===== config.mk =====
export PLATFORM = sky130hd
export DESIGN_NAME = scc_bus_arbiter
export DESIGN_NICKNAME = d
export VERILOG_FILES = /design/src/rtl/scc_bus_arbiter.sv
export SDC_FILE = /design/constraint.sdc
export NUM_CORES = 1
export LEC_CHECK = 0
export BUFFER_PORTS_ARGS = -buffer_cell sky130_fd_sc_hd__buf_2
export CAP_MARGIN = 5
export CORE_ASPECT_RATIO = 0.7
export CORE_UTILIZATION = 43
export DETAILED_ROUTE_END_ITERATION = 12
export PLACE_DENSITY = 0.71
export REMOVE_ABC_BUFFERS = 1
export SLEW_MARGIN = 20
export SYNTH_ARGS = -nofsm -noshare
export SYNTH_HDL_FRONTEND = slang
export SYNTH_SLANG_ARGS = --single-unit

===== constraint.sdc =====
create_clock -name clk21m -period 4.99 [get_ports clk21m]
set_input_delay 0.998 -clock clk21m [delete_from_list [all_inputs] [get_ports clk21m]]
set_output_delay 0.998 -clock clk21m [all_outputs]
set_load 0.1 [all_outputs]

===== src/rtl/scc_bus_arbiter.sv =====
// Two-requester arbiter for the scc_for_ocm register/wave-RAM bus port, with ack timeout.
// Define SCC_ARB_ROUND_ROBIN_EN for round-robin tie-breaking; otherwise requester A has fixed priority.
module scc_bus_arbiter #(
    parameter int GAP_CYCLES     = 8,
    parameter int TIMEOUT_CYCLES = 64
) (
    input  logic        clk21m,
    input  logic        reset,
    input  logic        a_req,
    input  logic        a_wrt,
    input  logic [15:0] a_adr,
    input  logic [7:0]  a_dbo,
    output logic        a_ack,
    output logic [7:0]  a_dbi,
    input  logic        b_req,
    input  logic        b_wrt,
    input  logic [15:0] b_adr,
    input  logic [7:0]  b_dbo,
    output logic        b_ack,
    output logic [7:0]  b_dbi,
    output logic        s_req,
    output logic        s_wrt,
    output logic [15:0] s_adr,
    output logic [7:0]  s_dbo,
    input  logic        s_ack,
    input  logic [7:0]  s_dbi,
    output logic        grant_b,
    output logic        busy,
    output logic        timeout_err
);

    typedef enum logic [1:0] {ST_IDLE, ST_ISSUE, ST_WAIT_ACK, ST_GAP} state_t;

    localparam logic [9:0] TMO_LAST = 10'(TIMEOUT_CYCLES - 1);
    localparam logic [7:0] GAP_LAST = 8'(GAP_CYCLES - 1);

    state_t      state_q, state_d;
    logic        s_req_q, s_req_d;
    logic        s_wrt_q, s_wrt_d;
    logic [15:0] s_adr_q, s_adr_d;
    logic [7:0]  s_dbo_q, s_dbo_d;
    logic        a_ack_q, a_ack_d;
    logic        b_ack_q, b_ack_d;
    logic [7:0]  a_dbi_q, a_dbi_d;
    logic [7:0]  b_dbi_q, b_dbi_d;
    logic        grant_b_q, grant_b_d;
    logic        timeout_err_q, timeout_err_d;
    logic [9:0]  tmo_cnt_q, tmo_cnt_d;
    logic [7:0]  gap_cnt_q, gap_cnt_d;
    logic        pick_b;
    logic        finish;
    logic [7:0]  finish_data;

`ifdef SCC_ARB_ROUND_ROBIN_EN
    logic last_b_q, last_b_d;

    // On a tie, the requester that was not served last wins.
    assign pick_b = b_req & (~a_req | ~last_b_q);

    always_comb begin
        last_b_d = last_b_q;
        if (state_q == ST_IDLE && (a_req || b_req)) begin
            last_b_d = pick_b;
        end
    end

    always_ff @(posedge clk21m) begin
        if (reset) begin
            last_b_q <= 1'b1;
        end else begin
            last_b_q <= last_b_d;
        end
    end
`else
    assign pick_b = b_req & ~a_req;
`endif

    always_comb begin
        state_d       = state_q;
        s_req_d       = s_req_q;
        s_wrt_d       = s_wrt_q;
        s_adr_d       = s_adr_q;
        s_dbo_d       = s_dbo_q;
        a_ack_d       = 1'b0;
        b_ack_d       = 1'b0;
        a_dbi_d       = a_dbi_q;
        b_dbi_d       = b_dbi_q;
        grant_b_d     = grant_b_q;
        timeout_err_d = 1'b0;
        tmo_cnt_d     = tmo_cnt_q;
        gap_cnt_d     = gap_cnt_q;
        finish        = 1'b0;
        finish_data   = s_dbi;

        case (state_q)
            ST_IDLE: begin
                if (a_req || b_req) begin
                    grant_b_d = pick_b;
                    s_wrt_d   = pick_b ? b_wrt : a_wrt;
                    s_adr_d   = pick_b ? b_adr : a_adr;
                    s_dbo_d   = pick_b ? b_dbo : a_dbo;
                    s_req_d   = 1'b1;
                    state_d   = ST_ISSUE;
                end
            end
            ST_ISSUE: begin
                tmo_cnt_d = '0;
                state_d   = ST_WAIT_ACK;
            end
            ST_WAIT_ACK: begin
                // A real ack on the expiry cycle takes precedence over the timeout.
                if (s_ack) begin
                    finish = 1'b1;
                end else if (tmo_cnt_q == TMO_LAST) begin
                    finish        = 1'b1;
                    finish_data   = 8'hFF;
                    timeout_err_d = 1'b1;
                end else begin
                    tmo_cnt_d = tmo_cnt_q + 10'd1;
                end
            end
            ST_GAP: begin
                if (gap_cnt_q == GAP_LAST) begin
                    state_d = ST_IDLE;
                end else begin
                    gap_cnt_d = gap_cnt_q + 8'd1;
                end
            end
            default: state_d = ST_IDLE;
        endcase

        if (finish) begin
            s_req_d   = 1'b0;
            s_adr_d   = '0;
            s_dbo_d   = '0;
            gap_cnt_d = '0;
            state_d   = ST_GAP;
            if (grant_b_q) begin
                b_ack_d = 1'b1;
                b_dbi_d = finish_data;
            end else begin
                a_ack_d = 1'b1;
                a_dbi_d = finish_data;
            end
        end
    end

    always_ff @(posedge clk21m) begin
        if (reset) begin
            state_q       <= ST_IDLE;
            s_req_q       <= 1'b0;
            s_wrt_q       <= 1'b0;
            s_adr_q       <= '0;
            s_dbo_q       <= '0;
            a_ack_q       <= 1'b0;
            b_ack_q       <= 1'b0;
            a_dbi_q       <= '0;
            b_dbi_q       <= '0;
            grant_b_q     <= 1'b0;
            timeout_err_q <= 1'b0;
            tmo_cnt_q     <= '0;
            gap_cnt_q     <= '0;
        end else begin
            state_q       <= state_d;
            s_req_q       <= s_req_d;
            s_wrt_q       <= s_wrt_d;
            s_adr_q       <= s_adr_d;
            s_dbo_q       <= s_dbo_d;
            a_ack_q       <= a_ack_d;
            b_ack_q       <= b_ack_d;
            a_dbi_q       <= a_dbi_d;
            b_dbi_q       <= b_dbi_d;
            grant_b_q     <= grant_b_d;
            timeout_err_q <= timeout_err_d;
            tmo_cnt_q     <= tmo_cnt_d;
            gap_cnt_q     <= gap_cnt_d;
        end
    end

    assign s_req       = s_req_q;
    assign s_wrt       = s_wrt_q;
    assign s_adr       = s_adr_q;
    assign s_dbo       = s_dbo_q;
    assign a_ack       = a_ack_q;
    assign b_ack       = b_ack_q;
    assign a_dbi       = a_dbi_q;
    assign b_dbi       = b_dbi_q;
    assign grant_b     = grant_b_q;
    assign timeout_err = timeout_err_q;
    assign busy        = (state_q != ST_IDLE);

endmodule


Yosys cells after proc, flatten, opt, wreduce, memory -nomap -nowiden --
Cells that the tools add are included.
Word-level totals: register bits 66, latch bits 0, memory bits (writable) 0, bits in read-only memories 0, input port bits 63, output and inout bits 47, word-level logic and storage cells 62, memories 0
Operators by class: add/subtract/negate cells 2, multiply operators 0, div/mod/pow operators 0, order comparisons 0, equal/unequal tests 9, shift operators 0, mux-type cells 18, bitwise operators 6, reductions and logical operators 14
Operators by type and width (number):
- two-way mux 8 bit | 4
- two-way mux 10 bit | 2
- one-hot mux 10 bit (2 select lines) | 1
- two-way mux 16 bit | 1
- adder 10 x 1 -> 10 bit (second input constant) | 1
- equality test 10 x 6 -> 1 bit (second input constant) | 1
- adder 8 x 1 -> 8 bit (second input constant) | 1
- equality test 8 x 3 -> 1 bit (second input constant) | 1
- AND reduction 2 bit | 4
- two-way mux 1 bit | 6
- two-way mux 2 bit | 3
- inequality test 3 bit (second input constant) | 2
- one-hot mux 2 bit (3 select lines) | 1
- AND reduction 3 bit | 2
- inverter 1 bit | 5
- equality test 2 bit (second input constant) | 2
- inequality test 2 bit (second input constant) | 2
- nonzero test 2 bit | 2
- nonzero test 4 bit | 1
- OR reduction 2 bit | 2
- OR reduction 3 bit | 1
- equality test 2 x 1 -> 1 bit (second input constant) | 1
- logical NOT 2 bit | 1
- AND 1 bit | 1
- logical OR 1 bit | 1

Depth between registers and ports, before layout --
Gate-level depths: netlist of run 1.
depth in word-level cells 6, gate-level depth with buffers 7, gate-level depth less buffers 6

Least setup slack after synthesis of run 1 --
No wires, ideal clock.
kind register -> output, start reg state_q[0], end out busy, arrival 1.273 ns, data required time 3.992 ns, slack 2.719 ns, stages on the path, launching flop included 4, path buffers 0, cells stage by stage dfxtp_1 -> inv_1 -> ha_1 -> inv_1
On the way: longest elaborated chain between the ends 1
RTL lines:
- start: declaration | line 37 | state_t state_q, state_d;
- start signal: assignment | line 164 | state_q <= state_d;
- nonzero test 2 bit | line 190 | assign busy = (state_q != ST_IDLE);
- end: declaration | line 28 | output logic busy,
No other way between the ends.

Final worst setup path of run 1 --
Ends and elaborated chain as after synthesis.

==> flow_summary_export.csv, run 1 <==
group,metric,value,unit
outcome,status,"finished clean",
yosys,synth_async_sr_flop_share,0,%
floorplan,ios,110,
worst_hold_path,hold_path.class,"reg -> reg",
timing,tightest_slew,1.03,ns
worst_hold_path,hold_start,"s_req",
floorplan,die_w,101,um
final_layout,drive_gt1_share,32.1,%
place,post-place-ws,2.25,ns
pwr,p_leak,1.60,nW
pwr,netSwitchingPower,1.28,mW
global_route,grt_pass1_wl,10800,um
yosys,dominantRegCellSynth,"dfxtp_1",
worst_hold_path,holdPathEnd,"s_req",
final_layout,num_antenna_cells,0,
pwr,power.internal,1.03,mW
timing,post-route-min-period,2.67,ns
detailed_routing,viasPerCell,5.27,
clock_tree,cts_resized,0,
clock_tree,clk_path_buf_depth,2,
global_route,overflow,0,
clock_tree,htreeDepth,3,
global_route,grt_max_degree,52,
detailed_routing,finalWirelength,6720,um
worst_setup_path,worstSetupPathType,"reg -> out",
clock_tree,clock_sinks,66,
floorplan,rows,24,
detailed_routing,ant_nets,0,
pwr,power,2.32,mW
clock_tree,clk_root_buffer_cell,"clkbuf_8",
timing,maxSlewHeadroom,31.5,%
place,place_area,3530,um^2
yosys,synth_edf_count,0,
place,io_buffers,109,
yosys,synth_seq_area_share,44.6,%
final_layout,layout_commonest_cell,"buf_2",
floorplan,core,6430,um^2
timing,fin_worst_skew,0.0100,ns
pwr,ir_drop,0.000369,V
pwr,switching_share,55.4,%
final_layout,layout.nets,485,
global_route,grt_pass1_vias,2376,
timing,setup_viol,0,
final_layout,fin_area,3700,um^2
yosys,synth_cell_types,42,
detailed_routing,num_vias,2691,
floorplan,start_util,46.1,%
worst_setup_path,arrival,1.68,ns
detailed_routing,avgRoutedWirePerCell,13.1,um
timing,rsz0062_at_grt,"false",
worst_setup_path,rr_worst_depth,4,
worst_setup_path,path_max_fanout,5,
worst_hold_path,hold_depth,2,
pwr,p_per_area,626,nW/um^2
detailed_routing,first_pass_iters,4,
clock_tree,cts_tree,"yes",
pwr,combPwrFrac,53.2,%
yosys,yosysWarnings,0,
flow_run,cap_violations,0,
clock_tree,numCtsBuffers,9,
pwr,pwr-share-seq,30.1,%
worst_setup_path,reg2reg_to,"s_adr[3]",
final_layout,layout_common_cells,"buf_2, dfxtp_1, a211oi_1",
timing,clock.fmax,374,MHz
clock_tree,post-cts-setup-buffers,0,
yosys,syn_area,2970,um^2
global_route,grt.total_usage,19.3,%
worst_setup_path,cp-end-kind,"output port",
timing,fin_ws,2.32,ns
detailed_routing,drtIter0Drc,79,
place,finalWeightedCongestion,0.818,
global_route,grt_antenna_before_repair,0,
worst_setup_path,r2r_slack,2.36,ns
yosys,syn_inst,317,
clock_tree,clk_pin_slew,0.07,ns
worst_setup_path,required,3.99,ns
place,dp_hpwl,4820,um
worst_setup_path,r2r_start,"tmo_cnt_q[6]",
final_layout,synthToLayoutAreaGrowth,24.8,%
clock_tree,clk_latency,0.34,ns
timing,hold_viol,0,
detailed_routing,drc,0,
pwr,p_clk_share,16.8,%
floorplan,die_area,7240,um^2
timing,slew_viol_final,0,
clock_tree,cts_hold_buf,0,
timing,timing.final.crit_share,53.6,%
yosys,syn_avg_cell_area,9.35,um^2
floorplan,die_h,71.5,um
yosys,synth_seq_cells,66,
timing,tns,0,ns
worst_setup_path,critPathLaunchType,"register",
how the worst max path moves through the flow:
| stage | start | end | slack, ns | cells past startpoint |
|---|---|---|---|---|
| 2_1_floorplan | a_req | s_adr[0] | 1.78 | 3 |
| 3_3_place_gp | s_ack | s_req | 2.36 | 4 |
| 3_5_place_dp | s_ack | s_adr[11] | 2.25 | 4 |
| 4_1_cts | state_q[0] | busy | 2.30 | 4 |
| 5_1_grt | tmo_cnt_q[6] | s_adr[11] | 2.15 | 4 |
| 6_report | state_q[0] | busy | 2.32 | 4 |
state kept, by name (all words and copies together), names as in the netlist:
| name | count |
|---|---|
| a_ack | 1 |
| a_dbi | 8 |
| b_ack | 1 |
| b_dbi | 8 |
| gap_cnt_q | 8 |
| grant_b | 1 |
| s_adr | 16 |
| s_dbo | 8 |
| s_req | 1 |
| s_wrt | 1 |
| state_q | 2 |
| timeout_err | 1 |
| tmo_cnt_q | 10 |
worst max-delay path, stage by stage (launching register included):
cell and delay (ns):
dfxtp_1 0.43, inv_1 0.09, ha_1 0.25, inv_1 0.13, buf_2 0.44
through the flow:
stage,utilization (%),hold WS (ns),std cells
after global routing,57.6,0.508,511
after detailed placement,54.9,0.459,495
after floorplan,-,0.443,294
after global placement,54.9,0.449,495
final,57.6,0.468,511
after CTS,57.6,0.475,511
Yosys cell counts, types with 2 or more instances:
master	instances	area, um^2
a2111o_1	2	22.5
a211oi_1	43	323
a21oi_1	23	115
a31o_2	2	17.5
a31oi_1	3	18.8
and2_1	2	12.5
and3_1	3	18.8
buf_2	3	15.0
buf_4	4	30.0
clkbuf_1	15	56.3
dfxtp_1	66	1320
ha_1	7	87.6
inv_1	5	18.8
mux2i_1	28	280
nand2_1	12	45.0
nand2b_1	3	18.8
nand3_1	6	30.0
nand4_1	4	25.0
nor2_1	38	143
nor2b_1	11	68.8
nor3_1	2	10.0
o2111ai_1	2	17.5
o21ai_0	4	20.0
o311ai_0	2	17.5
o31ai_1	2	15.0
or3_1	3	18.8
or4_1	2	15.0
xor2_1	6	52.6
final cells by class:
cell class	count	area, um^2
flip-flops and latches	66	1320
inverters	5	18.8
repair buffers	110	553
clock inverters	6	42.5
well taps	91	114
fillers	629	2730
clock buffers	10	128
multi-input cells	223	1520
power groups by stage:
stage	Sequential [mW]	Combinational [mW]	Clock, mW
2_1_floorplan	1.38	0.345	0
4_1_cts	0.696	1.24	0.401
6_report	0.697	1.23	0.388
3_3_place_gp	0.706	1.21	0
3_5_place_dp	0.703	1.23	0
5_1_grt	0.710	1.30	0.420
layer usage:
layer / vias up / track usage, % / share of wire [%]
li1: 1362 / - / -
met1: 1225 / 25.6 / 49
met2: 95 / 28.5 / 43
met3: 9 / 7.02 / 6.7
met4: 0 / 7.57 / 1.1
met5: - / 0 / 0
kinds of logic after synthesis:
logic type	count (synthesis)	share of synthesized area (%)
AND/OR/NAND/NOR	93	15.6
AO/OA/AOI/OAI	88	21.0
flip-flops	66	44.6
buffers and inverters	28	4.43
multiplexers	28	9.45
XOR/XNOR	7	2.07
adder cells (fa/ha/maj)	7	2.95
Power figures use the tool's default switching activity.
==> inputs of run 2 (changes only) <==
--- a/config.mk
+++ b/config.mk
@@ -5,12 +5,13 @@
 export SDC_FILE = /design/constraint.sdc
 export NUM_CORES = 1
 export LEC_CHECK = 0
+export ABC_AREA = 1
 export BUFFER_PORTS_ARGS = -buffer_cell sky130_fd_sc_hd__buf_2
 export CAP_MARGIN = 5
 export CORE_ASPECT_RATIO = 0.7
 export CORE_UTILIZATION = 43
 export DETAILED_ROUTE_END_ITERATION = 12
-export PLACE_DENSITY = 0.71
+export PLACE_DENSITY = 0.7
 export REMOVE_ABC_BUFFERS = 1
 export SLEW_MARGIN = 20
 export SYNTH_ARGS = -nofsm -noshare
==> constraint.sdc (replaced) <==
create_clock -name clk21m -period 2.7 [get_ports clk21m]
set_input_delay 0.54 -clock clk21m [delete_from_list [all_inputs] [get_ports clk21m]]
set_output_delay 0.54 -clock clk21m [all_outputs]
set_load 0.1 [all_outputs]
==> run 2 against run 1 <==
Effect of this change: sequential power up 71%; die area up 6.4%; non-clock buffer count up 3; global-route usage up 1.0 points; final cell count up 29%; highest routed layer unchanged; register-to-register slack worse by 1.5 ns; critical endpoint unchanged.
==> flow_summary_export.csv, run 2 <==
group,metric,value,unit
worst_setup_path,reg2reg_to,"s_adr[5]",
final_layout,synthToLayoutAreaGrowth,25.6,%
detailed_routing,num_vias,3163,
worst_hold_path,holdPathEnd,"b_dbi[5]",
timing,fin_ws,0.576,ns
pwr,p_leak,1.90,nW
clock_tree,htreeDepth,3,
place,finalWeightedCongestion,0.784,
final_layout,layout.nets,628,
place,dp_hpwl,5360,um
clock_tree,numCtsBuffers,9,
worst_setup_path,worstSetupStartpoint,"state_q[0]",
worst_setup_path,worstSetupPathType,"reg -> out",
floorplan,start_util,45.7,%
pwr,ir_drop,0.000488,V
yosys,syn_avg_cell_area,6.95,um^2
detailed_routing,drc,0,
floorplan,die_h,73.7,um
yosys,synth_cell_types,28,
final_layout,drive_gt1_share,26.8,%
yosys,syn_inst,455,
flow_run,cap_violations,0,
floorplan,ios,110,
yosys,synth_async_sr_flop_share,0,%
worst_setup_path,cp-end-kind,"output port",
global_route,met3_usage,4.88,%
yosys,syn_area,3160,um^2
global_route,grt_use_met2,35.8,%
final_layout,layout_common_cells,"nand2_1, buf_2, a21oi_1",
global_route,overflow,0,
floorplan,die_w,104,um
worst_setup_path,critPathLaunchType,"register",
clock_tree,cts_resized,0,
global_route,grt_pass1_vias,2882,
worst_setup_path,cp_top_family,"buffers and inverters",
yosys,synth_area_leader_cell,"dfxtp_1",
final_layout,num_antenna_cells,0,
clock_tree,cts_hold_buf,0,
timing,rsz0062_at_grt,"false",
final_layout,largest_reg_flops,16,
place,io_buffers,109,
worst_setup_path,worstPathCellList,"inv_1, ha_1, inv_1, buf_2",
yosys,yosysTopAreaCellShare,41.8,%
worst_hold_path,hold_start,"b_dbi[5]",
floorplan,die_area,7700,um^2
timing,post-route-min-period,2.12,ns
detailed_routing,avgRoutedWirePerCell,11.4,um
final_layout,fin_util,57.4,%
yosys,synth_area_leaders,"dfxtp_1, nand2_1, a21oi_1",
global_route,grt_pass1_wl,12600,um
yosys,yosysMostFrequentCell,"nand2_1",
timing,slew_viol_final,0,
global_route,grt-busiest-layer,"met2",
clock_tree,clk_path_buf_depth,2,
worst_setup_path,r2r_start,"state_q[0]",
yosys,synth_seq_cells,66,
yosys,synth_common_cells,"nand2_1, a21oi_1, dfxtp_1",
yosys,yosysWarnings,0,
timing,hold_viol,0,
detailed_routing,ant_nets,0,
outcome,status,"finished clean",
timing,setup_viol,0,
yosys,synth_seq_area_share,41.8,%
worst_hold_path,hold_depth,2,
global_route,grt.total_usage,20.3,%
worst_setup_path,critPathBufInv,3,
detailed_routing,viasPerCell,4.81,
pwr,p_per_area,963,nW/um^2
worst_setup_path,required,2.16,ns
clock_tree,clk_latency,0.34,ns
clock_tree,clk_pin_slew,0.07,ns
worst_setup_path,path_common_cell,"inv_1",
timing,tightest_slew,0.746,ns
detailed_routing,drtIter0Drc,152,
floorplan,rows,25,
clock_tree,clk_root_buffer_cell,"clkbuf_8",
detailed_routing,first_pass_iters,5,
worst_setup_path,rr_worst_depth,8,
clock_tree,clock_sinks,66,
worst_setup_path,arrival,1.58,ns
worst_setup_path,slowest_stage,"buf_2",
worst_setup_path,slowest_delay,0.42,ns
place,post-place-ws,0.796,ns
timing,clock.fmax,471,MHz
worst_setup_path,r2r_slack,0.81,ns
timing,fin_worst_skew,0.00459,ns
worst_hold_path,hold_path.class,"reg -> reg",
timing,maxSlewHeadroom,50.2,%
global_route,use_met1,24.6,%
global_route,grt_max_degree,51,
clock_tree,post-cts-setup-buffers,0,
timing,tns,0,ns
timing,timing.final.crit_share,78.7,%
global_route,grt_antenna_before_repair,0,
clock_tree,cts_tree,"yes",
detailed_routing,finalWirelength,7460,um
yosys,dominantRegCellSynth,"dfxtp_1",
floorplan,core,6910,um^2
worst_setup_path,path_max_fanout,5,
yosys,synth_edf_count,0,
==> run 2: power breakdown <==
group	internal [mW]	switching, mW
logic	0.320	1.40
clock network	0.542	0.373
registers	1.10	0.0809
==> run 2: kinds of logic after synthesis <==
family	after synthesis	synth area share, %
compound gates	88	15.0
xor+xnor	5	1.39
fa+ha+maj	7	2.77
buf+inv	74	9.58
flops	66	41.8
simple gates	215	29.5
==> run 2: cell type report <==
type | count | area (um^2)
fill | 675 | 2940
multi-input combinational | 315 | 1540
sequential | 66 | 1320
timing repair buffer | 113 | 576
inverter | 53 | 200
clock buffer | 11 | 141
tap | 94 | 118
clock inverter | 5 | 77.6
==> run 2: worst max path at each step <==
stage	to	slack [ns]	cells past startpoint
2_1_floorplan	s_adr[0]	0.41	8
3_3_place_gp	s_adr[1]	0.85	7
3_5_place_dp	s_adr[1]	0.80	8
4_1_cts	busy	0.55	4
5_1_grt	busy	0.48	4
6_report	busy	0.58	4
==> run 2: worst min-delay path: stages (launching register included) <==
cell and delay [ns]:
dfxtp_1 0.31, inv_1 0.04, a21oi_1 0.05
==> run 2: per-stage QoR <==
stage	area, um^2	total power, mW	hold WS, ns	cells
floorplan	3060	2.60	0.447	434
global placement	3750	2.91	0.433	641
detailed placement	3750	2.93	0.433	641
CTS	3970	3.85	0.444	657
global route	3970	4.02	0.458	657
finish	3970	3.82	0.442	657
==> run 2: layer usage <==
layer,vias up,wire (um)
met5,-,0
met4,0,38
met3,4,458
met2,82,3540
met1,1421,3430
li1,1656,-
